### config.mk
export PLATFORM = sky130hd
export DESIGN_NAME = rs232_avm_bridge_flat
export DESIGN_NICKNAME = d
export VERILOG_FILES = /design/src/rtl/rs232_avm_bridge_if.sv /design/src/rtl/rs232_avm_bridge.sv /design/src/flat_wrapper.sv
export SDC_FILE = /design/constraint.sdc
export NUM_CORES = 1
export LEC_CHECK = 0
export ABC_AREA = 1
export CAP_MARGIN = 20
export CORE_ASPECT_RATIO = 1.4
export CORE_MARGIN = 2
export CORE_UTILIZATION = 40
export CTS_BUF_LIST = sky130_fd_sc_hd__clkbuf_4 sky130_fd_sc_hd__clkbuf_8 sky130_fd_sc_hd__clkbuf_16
export DETAILED_ROUTE_END_ITERATION = 16
export GPL_TIMING_DRIVEN = 0
export MAX_ROUTING_LAYER = met4
export PLACE_DENSITY = 0.71
export SYNTH_ARGS = -nofsm -noshare
export SYNTH_HDL_FRONTEND = slang
export SYNTH_SLANG_ARGS = --single-unit
### constraint.sdc
create_clock -name avm_clk -period 5 [get_ports avm_clk]
set_input_delay 0.75 -clock avm_clk [delete_from_list [all_inputs] [get_ports avm_clk]]
set_output_delay 0.75 -clock avm_clk [all_outputs]
set_load 0.03 [all_outputs]
### src/rtl/rs232_avm_bridge_if.sv
// ============================================================================
// Module : rs232_avm_bridge_if
// Brief  : Avalon-MM slave port bundle for the RS-232 bridge.
// Rev    : 1.0  initial release
// ============================================================================
`default_nettype none

interface rs232_avm_bridge_if;
    logic [4:0]  avm_address;
    logic        avm_read;
    logic        avm_write;
    logic [31:0] avm_writedata;
    logic [31:0] avm_readdata;
    logic        avm_waitrequest;

    modport master (
        output avm_address, avm_read, avm_write, avm_writedata,
        input  avm_readdata, avm_waitrequest
    );

    modport slave (
        input  avm_address, avm_read, avm_write, avm_writedata,
        output avm_readdata, avm_waitrequest
    );
endinterface

`default_nettype wire

### src/rtl/rs232_avm_bridge.sv
// ============================================================================
// Module : rs232_avm_bridge
// Brief  : Avalon-MM slave UART (8N1) with RX byte FIFO and TX holding register.
// Rev    : 1.0  initial release
// ============================================================================
`default_nettype none

module rs232_avm_bridge #(
    parameter int CLKS_PER_BIT  = 434,
    parameter int RX_FIFO_DEPTH = 4
) (
    input  wire                  avm_clk,
    input  wire                  avm_rst,
    rs232_avm_bridge_if.slave    avm,
    input  wire                  uart_rxd,
    output logic                 uart_txd
);

    localparam int c_half   = CLKS_PER_BIT / 2;
    localparam int c_cnt_w  = $clog2(CLKS_PER_BIT);
    localparam int c_ptr_w  = $clog2(RX_FIFO_DEPTH);
    localparam int c_fcnt_w = c_ptr_w + 1;
    localparam logic [c_cnt_w-1:0] c_bit_last  = c_cnt_w'(CLKS_PER_BIT - 1);
    localparam logic [c_cnt_w-1:0] c_half_last = c_cnt_w'(c_half - 1);

    typedef enum logic [1:0] {ST_IDLE, ST_START, ST_DATA, ST_STOP} uart_state_t;

    // ------------------------------------------------------------------
    // Bus handshake: one wait state per transfer, read wins over write
    // ------------------------------------------------------------------
    logic r_ack;
    logic w_req, w_rd_done, w_wr_done;
    logic w_sel_rx, w_sel_tx, w_sel_stat;
    logic w_unused_wdata;

    assign w_req      = avm.avm_read | avm.avm_write;
    assign w_rd_done  = avm.avm_read & r_ack;
    assign w_wr_done  = avm.avm_write & ~avm.avm_read & r_ack;
    assign w_sel_rx   = (avm.avm_address == 5'h00);
    assign w_sel_tx   = (avm.avm_address == 5'h04);
    assign w_sel_stat = (avm.avm_address == 5'h08);
    assign w_unused_wdata = ^avm.avm_writedata[31:8];
    assign avm.avm_waitrequest = w_req & ~r_ack;

    always_ff @(posedge avm_clk or posedge avm_rst) begin
        if (avm_rst) r_ack <= 1'b0;
        else         r_ack <= w_req & ~r_ack;
    end

    // ------------------------------------------------------------------
    // RX synchronizer and FSM
    // ------------------------------------------------------------------
    logic               r_rx_s1, r_rx_s2, r_rx_prev;
    uart_state_t        r_rx_state;
    logic [c_cnt_w-1:0] r_rx_cnt;
    logic [2:0]         r_rx_bits;
    logic [7:0]         r_rx_shift;
    logic               r_rx_valid, r_rx_ferr_set;

    always_ff @(posedge avm_clk or posedge avm_rst) begin
        if (avm_rst) begin
            r_rx_s1   <= 1'b1;
            r_rx_s2   <= 1'b1;
            r_rx_prev <= 1'b1;
        end else begin
            r_rx_s1   <= uart_rxd;
            r_rx_s2   <= r_rx_s1;
            r_rx_prev <= r_rx_s2;
        end
    end

    always_ff @(posedge avm_clk or posedge avm_rst) begin
        if (avm_rst) begin
            r_rx_state    <= ST_IDLE;
            r_rx_cnt      <= '0;
            r_rx_bits     <= '0;
            r_rx_shift    <= '0;
            r_rx_valid    <= 1'b0;
            r_rx_ferr_set <= 1'b0;
        end else begin
            r_rx_valid    <= 1'b0;
            r_rx_ferr_set <= 1'b0;
            case (r_rx_state)
                ST_IDLE: begin
                    r_rx_cnt  <= '0;
                    r_rx_bits <= '0;
                    if (r_rx_prev && !r_rx_s2) r_rx_state <= ST_START;
                end
                ST_START: begin
                    if (r_rx_cnt == c_half_last) begin
                        r_rx_cnt   <= '0;
                        r_rx_state <= r_rx_s2 ? ST_IDLE : ST_DATA;
                    end else begin
                        r_rx_cnt <= r_rx_cnt + c_cnt_w'(1);
                    end
                end
                ST_DATA: begin
                    if (r_rx_cnt == c_bit_last) begin
                        r_rx_cnt   <= '0;
                        r_rx_shift <= {r_rx_s2, r_rx_shift[7:1]};
                        r_rx_bits  <= r_rx_bits + 3'd1;
                        if (r_rx_bits == 3'd7) r_rx_state <= ST_STOP;
                    end else begin
                        r_rx_cnt <= r_rx_cnt + c_cnt_w'(1);
                    end
                end
                default: begin
                    if (r_rx_cnt == c_bit_last) begin
                        r_rx_cnt      <= '0;
                        r_rx_state    <= ST_IDLE;
                        r_rx_valid    <= r_rx_s2;
                        r_rx_ferr_set <= ~r_rx_s2;
                    end else begin
                        r_rx_cnt <= r_rx_cnt + c_cnt_w'(1);
                    end
                end
            endcase
        end
    end

    // ------------------------------------------------------------------
    // RX FIFO
    // ------------------------------------------------------------------
    logic [7:0]          r_fifo_mem [RX_FIFO_DEPTH];
    logic [c_ptr_w-1:0]  r_wr_ptr, r_rd_ptr;
    logic [c_fcnt_w-1:0] r_count;
    logic w_empty, w_full, w_pop, w_push;

    assign w_empty = (r_count == '0);
    assign w_full  = (r_count == c_fcnt_w'(RX_FIFO_DEPTH));
    assign w_pop   = w_rd_done & w_sel_rx & ~w_empty;
    // A pop in the same cycle frees the slot the incoming byte needs
    assign w_push  = r_rx_valid & (~w_full | w_pop);

    always_ff @(posedge avm_clk) begin
        if (w_push) r_fifo_mem[r_wr_ptr] <= r_rx_shift;
    end

    always_ff @(posedge avm_clk or posedge avm_rst) begin
        if (avm_rst) begin
            r_wr_ptr <= '0;
            r_rd_ptr <= '0;
            r_count  <= '0;
        end else begin
            if (w_push) r_wr_ptr <= r_wr_ptr + c_ptr_w'(1);
            if (w_pop)  r_rd_ptr <= r_rd_ptr + c_ptr_w'(1);
            case ({w_push, w_pop})
                2'b10:   r_count <= r_count + c_fcnt_w'(1);
                2'b01:   r_count <= r_count - c_fcnt_w'(1);
                default: r_count <= r_count;
            endcase
        end
    end

    // ------------------------------------------------------------------
    // Sticky flags and TX holding register
    // ------------------------------------------------------------------
    logic       r_rx_ovr, r_rx_ferr, r_tx_ovr;
    logic       r_hold_full;
    logic [7:0] r_hold_data;
    logic       w_stat_clr, w_tx_load, w_tx_take;

    assign w_stat_clr = w_rd_done & w_sel_stat;
    assign w_tx_load  = w_wr_done & w_sel_tx;

    always_ff @(posedge avm_clk or posedge avm_rst) begin
        if (avm_rst) begin
            r_rx_ovr    <= 1'b0;
            r_rx_ferr   <= 1'b0;
            r_tx_ovr    <= 1'b0;
            r_hold_full <= 1'b0;
            r_hold_data <= '0;
        end else begin
            r_rx_ovr  <= (r_rx_valid & ~w_push) | (r_rx_ovr & ~w_stat_clr);
            r_rx_ferr <= r_rx_ferr_set | (r_rx_ferr & ~w_stat_clr);
            r_tx_ovr  <= (w_tx_load & r_hold_full) | (r_tx_ovr & ~w_stat_clr);
            if (w_tx_load && !r_hold_full) begin
                r_hold_full <= 1'b1;
                r_hold_data <= avm.avm_writedata[7:0];
            end else if (w_tx_take) begin
                r_hold_full <= 1'b0;
            end
        end
    end

    always_comb begin
        avm.avm_readdata = '0;
        if (w_rd_done) begin
            if (w_sel_rx && !w_empty)
                avm.avm_readdata = {24'b0, r_fifo_mem[r_rd_ptr]};
            else if (w_sel_stat)
                avm.avm_readdata = {21'b0, r_tx_ovr, r_rx_ferr, r_rx_ovr,
                                    ~w_empty, ~r_hold_full, 6'b0};
        end
    end

    // ------------------------------------------------------------------
    // TX FSM
    // ------------------------------------------------------------------
    uart_state_t        r_tx_state;
    logic [c_cnt_w-1:0] r_tx_cnt;
    logic [2:0]         r_tx_bits;
    logic [7:0]         r_tx_shift;

    // Taking at the last stop-bit cycle chains frames with no idle gap
    assign w_tx_take = r_hold_full &
                       ((r_tx_state == ST_IDLE) ||
                        (r_tx_state == ST_STOP && r_tx_cnt == c_bit_last));

    always_ff @(posedge avm_clk or posedge avm_rst) begin
        if (avm_rst) begin
            r_tx_state <= ST_IDLE;
            r_tx_cnt   <= '0;
            r_tx_bits  <= '0;
            r_tx_shift <= '0;
            uart_txd   <= 1'b1;
        end else if (w_tx_take) begin
            r_tx_state <= ST_START;
            r_tx_cnt   <= '0;
            r_tx_bits  <= '0;
            r_tx_shift <= r_hold_data;
            uart_txd   <= 1'b0;
        end else if (r_tx_state == ST_IDLE) begin
            r_tx_cnt <= '0;
            uart_txd <= 1'b1;
        end else if (r_tx_cnt != c_bit_last) begin
            r_tx_cnt <= r_tx_cnt + c_cnt_w'(1);
        end else begin
            r_tx_cnt <= '0;
            case (r_tx_state)
                ST_START: begin
                    r_tx_state <= ST_DATA;
                    uart_txd   <= r_tx_shift[0];
                    r_tx_shift <= {1'b0, r_tx_shift[7:1]};
                end
                ST_DATA: begin
                    if (r_tx_bits == 3'd7) begin
                        r_tx_state <= ST_STOP;
                        uart_txd   <= 1'b1;
                    end else begin
                        r_tx_bits  <= r_tx_bits + 3'd1;
                        uart_txd   <= r_tx_shift[0];
                        r_tx_shift <= {1'b0, r_tx_shift[7:1]};
                    end
                end
                default: begin
                    r_tx_state <= ST_IDLE;
                    uart_txd   <= 1'b1;
                end
            endcase
        end
    end

endmodule

`default_nettype wire

### src/flat_wrapper.sv
// flat-port wrapper written by rule: the top's interface ports become plain ports
module rs232_avm_bridge_flat 
#(
    parameter int CLKS_PER_BIT  = 434,
    parameter int RX_FIFO_DEPTH = 4
)
  (avm_clk, avm_rst, uart_rxd, uart_txd, avm_avm_address, avm_avm_read, avm_avm_write, avm_avm_writedata, avm_avm_readdata, avm_avm_waitrequest);
  rs232_avm_bridge_if avm_i ();
  input  wire avm_clk;
  input  wire avm_rst;
  input  wire uart_rxd;
  output logic uart_txd;
  input wire logic [$bits(avm_i.avm_address)-1:0] avm_avm_address;
  input wire logic [$bits(avm_i.avm_read)-1:0] avm_avm_read;
  input wire logic [$bits(avm_i.avm_write)-1:0] avm_avm_write;
  input wire logic [$bits(avm_i.avm_writedata)-1:0] avm_avm_writedata;
  output wire logic [$bits(avm_i.avm_readdata)-1:0] avm_avm_readdata;
  output wire logic [$bits(avm_i.avm_waitrequest)-1:0] avm_avm_waitrequest;
  assign avm_i.avm_address = avm_avm_address;
  assign avm_i.avm_read = avm_avm_read;
  assign avm_i.avm_write = avm_avm_write;
  assign avm_i.avm_writedata = avm_avm_writedata;
  assign avm_avm_readdata = avm_i.avm_readdata;
  assign avm_avm_waitrequest = avm_i.avm_waitrequest;
  rs232_avm_bridge #(.CLKS_PER_BIT(CLKS_PER_BIT), .RX_FIFO_DEPTH(RX_FIFO_DEPTH)) u_core (.avm_clk(avm_clk), .avm_rst(avm_rst), .avm(avm_i), .uart_rxd(uart_rxd), .uart_txd(uart_txd));
endmodule
==> results.py <==
metrics = {
    "cells_and_area": {
        "drive_above_1_share_pct": 11.3,
        "num-nets-final": 650,
        "layout_commonest_cell": "nand2_1",
        "fin_area_mm2": 0.00579,
        "area_delta_synth_final_pct": 18.6,
        "finalNonFillerCells": 741,
        "nFillCells": 1144,
        "final_cell_mix": "116 x nand2_1, 73 x nor2_1, 66 x dfrtp_1",
        "n_antenna_cell": 0,
    },
    "power_and_ir_drop": {
        "p_leak_uw": 0.00277,
        "worst_ir_drop_vdd_mv": 0.182,
        "powerDensity_mw_per_mm2": 346,
    },
    "logic_synthesis": {
        "synth_top_flop_cell": "dfrtp_1",
        "synth_area_mm2": 0.00488,
        "ys_seq_area_share_pct": 55.7,
        "synth_top_area_share_pct": 33.9,
        "yosys_warnings": 0,
        "synth.area.top_cells": "dfrtp_1 34%, edfxtp_1 20%, nand2_1 8.9%, nor2_1 5.6%, ha_1 4.6%",
        "ys_seq_elements": 102,
        "async_flop_share_pct": 68.6,
        "yosysTopAreaCell": "dfrtp_1",
        "synth_cell_types": 40,
        "synth-edff-count": 32,
        "syn_avg_cell_area_um2": 9.24,
        "syn_inst": 528,
    },
    "sta": {
        "rsz0062_at_grt": "no",
        "worst_slack_ns": 1.35,
        "finalCritPeriodShare_pct": 72.9,
        "fin_crit_ns": 3.65,
        "setup_tns_ns": 0,
        "skew_ns": 0.00880,
        "setup_violations": 0,
        "whs_ns": 0.356,
        "slew_viol_final": 0,
        "max_freq_mhz": 274,
        "tightestPinTransition_ns": 0.853,
        "finalHoldViolCount": 0,
        "max_slew_margin_pct": 43.1,
    },
    "worst_setup_path": {
        "required_ns": 4.25,
        "critPathSlowestCell": "clkdlybuf4s50_1",
        "crit_fanout": 10,
        "path_class": "in2out",
        "critPathArrivalTime_ns": 2.90,
        "crit_start": "avm_avm_address[1]",
        "critPathLaunchType": "primary input",
        "crit_top_cell": "clkdlybuf4s50_1",
        "end_kind": "primary output",
        "max_stage_delay_ns": 0.70,
        "crit_chain": "clkdlybuf4s50_1 -> or2_1 -> nor2_1 -> nand4_1 -> buf_2 -> a21oi_1 -> clkdlybuf4s50_1",
        "crit_family": "buffers and inverters",
        "crit_buf_inv": 3,
        "worstReg2RegStart": "u_core.r_count[0]",
    },
    "clock_network": {
        "cts_tree": "yes",
        "clockBufferDepth": 2,
        "clock-sinks": 102,
        "cts_max_level": 3,
        "cts_resized": 0,
        "cts_buffers": 9,
        "post_cts_buffers": 0,
        "clock_latency_ns": 0.35,
        "clk_pin_slew_ns": 0.07,
        "cts_hold_buf": 0,
        "ctsRootBufferMaster": "clkbuf_16",
    },
    "detailed_routing": {
        "drt-met1-wl_um": 3770,
        "num_vias": 3547,
        "wire_per_inst_um": 12.8,
        "drtPass1Iterations": 5,
        "drt-total-wl_um": 9500,
        "met2_length_um": 5210,
        "met3_wirelength_um": 373,
        "viasPerCell": 4.79,
        "drc": 0,
        "drtIter0Drc": 189,
        "antenna_left": 0,
        "top_layer_used": "met4",
    },
    "floorplanning": {
        "ios": 76,
        "initial_core_util_pct": 41.1,
        "row_count": 47,
        "dieArea_mm2": 0.0131,
        "chipHeight_um": 135,
        "die_x_um": 97.3,
        "core_mm2": 0.0119,
    },
    "global_route": {
        "overflow": 0,
        "grt_pass1_vias": 3594,
        "grt_max_degree": 71,
        "antenna_found_initial": 0,
        "grt_pass1_wl_um": 16400,
        "gr-usage-all-layers_pct": 16.0,
    },
    "placement": {
        "portBuffers": 30,
        "dp_hpwl_um": 6870,
        "dp_slack_ns": 1.35,
        "place_inst": 725,
        "placed_area_mm2": 0.00544,
        "gp_congestion": 0.810,
    },
    "hold_path": {
        "worstHoldStart": "u_core.r_rx_s1",
        "hp-class": "reg2reg",
    },
    "status": {
        "status": "complete, no violations",
    },
    "job": {
        "maxCapViolations": 0,
    },
}
## cells by family after synthesis
family,synth area share (%)
compound gates,6.72
xor+xnor,1.62
fa+ha+maj,5.03
buf+inv,8.72
flops,55.7
other cells,0.0769
simple gates,22.1
## metrics by stage
stage,util [%],power (uW)
finish,48.7,2000
global route,48.7,2100
CTS,48.7,2020
detailed placement,45.8,1220
global placement,45.8,1200
floorplan,-,1140
## state kept, by name (all words and copies together) (netlist names), 2 cells and up
signal / cells
u_core.r_rx_cnt: 9
u_core.r_tx_bits: 3
u_core.r_rx_shift: 8
u_core.r_tx_cnt: 9
u_core.r_wr_ptr: 2
u_core.r_tx_shift: 8
u_core.r_count: 3
u_core.r_rx_bits: 3
u_core.r_rd_ptr: 2
u_core.r_fifo_mem: 32
u_core.r_tx_state: 2
u_core.r_rx_state: 2
u_core.r_hold_data: 8
## path summary, 6_finish.rpt
kind                                          to  slack [ns]  cells past startpoint
min in group asynchronous  u_core.r_hold_data[7]        0.94                      2
min reg2reg                       u_core.r_rx_s2        0.36                      0
max in group asynchronous  u_core.r_hold_data[0]        3.52                      2
max                          avm_avm_readdata[6]        1.35                      7
max reg2reg                    u_core.r_count[2]        2.57                     11
min                               u_core.r_rx_s2        0.36                      0
## layer usage
layer,vias up,track usage [%]
met5,-,-
met3,11,3.00
met2,76,28.7
met1,1672,17.6
li1,1788,-
met4,0,5.86
## Yosys cell counts, drive strengths merged (3+ instances only)
cell type	count
xor2	7
nand3	30
dfrtp	66
buf	26
nand2	122
nor3	12
clkbuf	4
ha	18
edfxtp	32
nand4	5
clkinv	3
o22ai	4
nor2	75
inv	56
a21oi	19
o21ai	32
dfstp	4
## final cells by class
class / count / area [um^2] / area share, %
inverter: 59 / 224 / 3.87
buffer: 30 / 204 / 3.53
multi-input combinational: 357 / 1810 / 31.3
clock inverter: 7 / 120 / 2.08
timing repair buffer: 30 / 300 / 5.19
clock buffer: 9 / 225 / 3.89
tap: 147 / 184 / 3.18
sequential: 102 / 2720 / 47.0
## power breakdown
| group | switching, uW | internal, uW | total, uW |
|---|---|---|---|
| logic | 190 | 95.8 | 286 |
| clock network | 310 | 491 | 800 |
| registers | 22.0 | 891 | 913 |
| total | 522 | 1480 | 2000 |
Power figures use the tool's default switching activity.
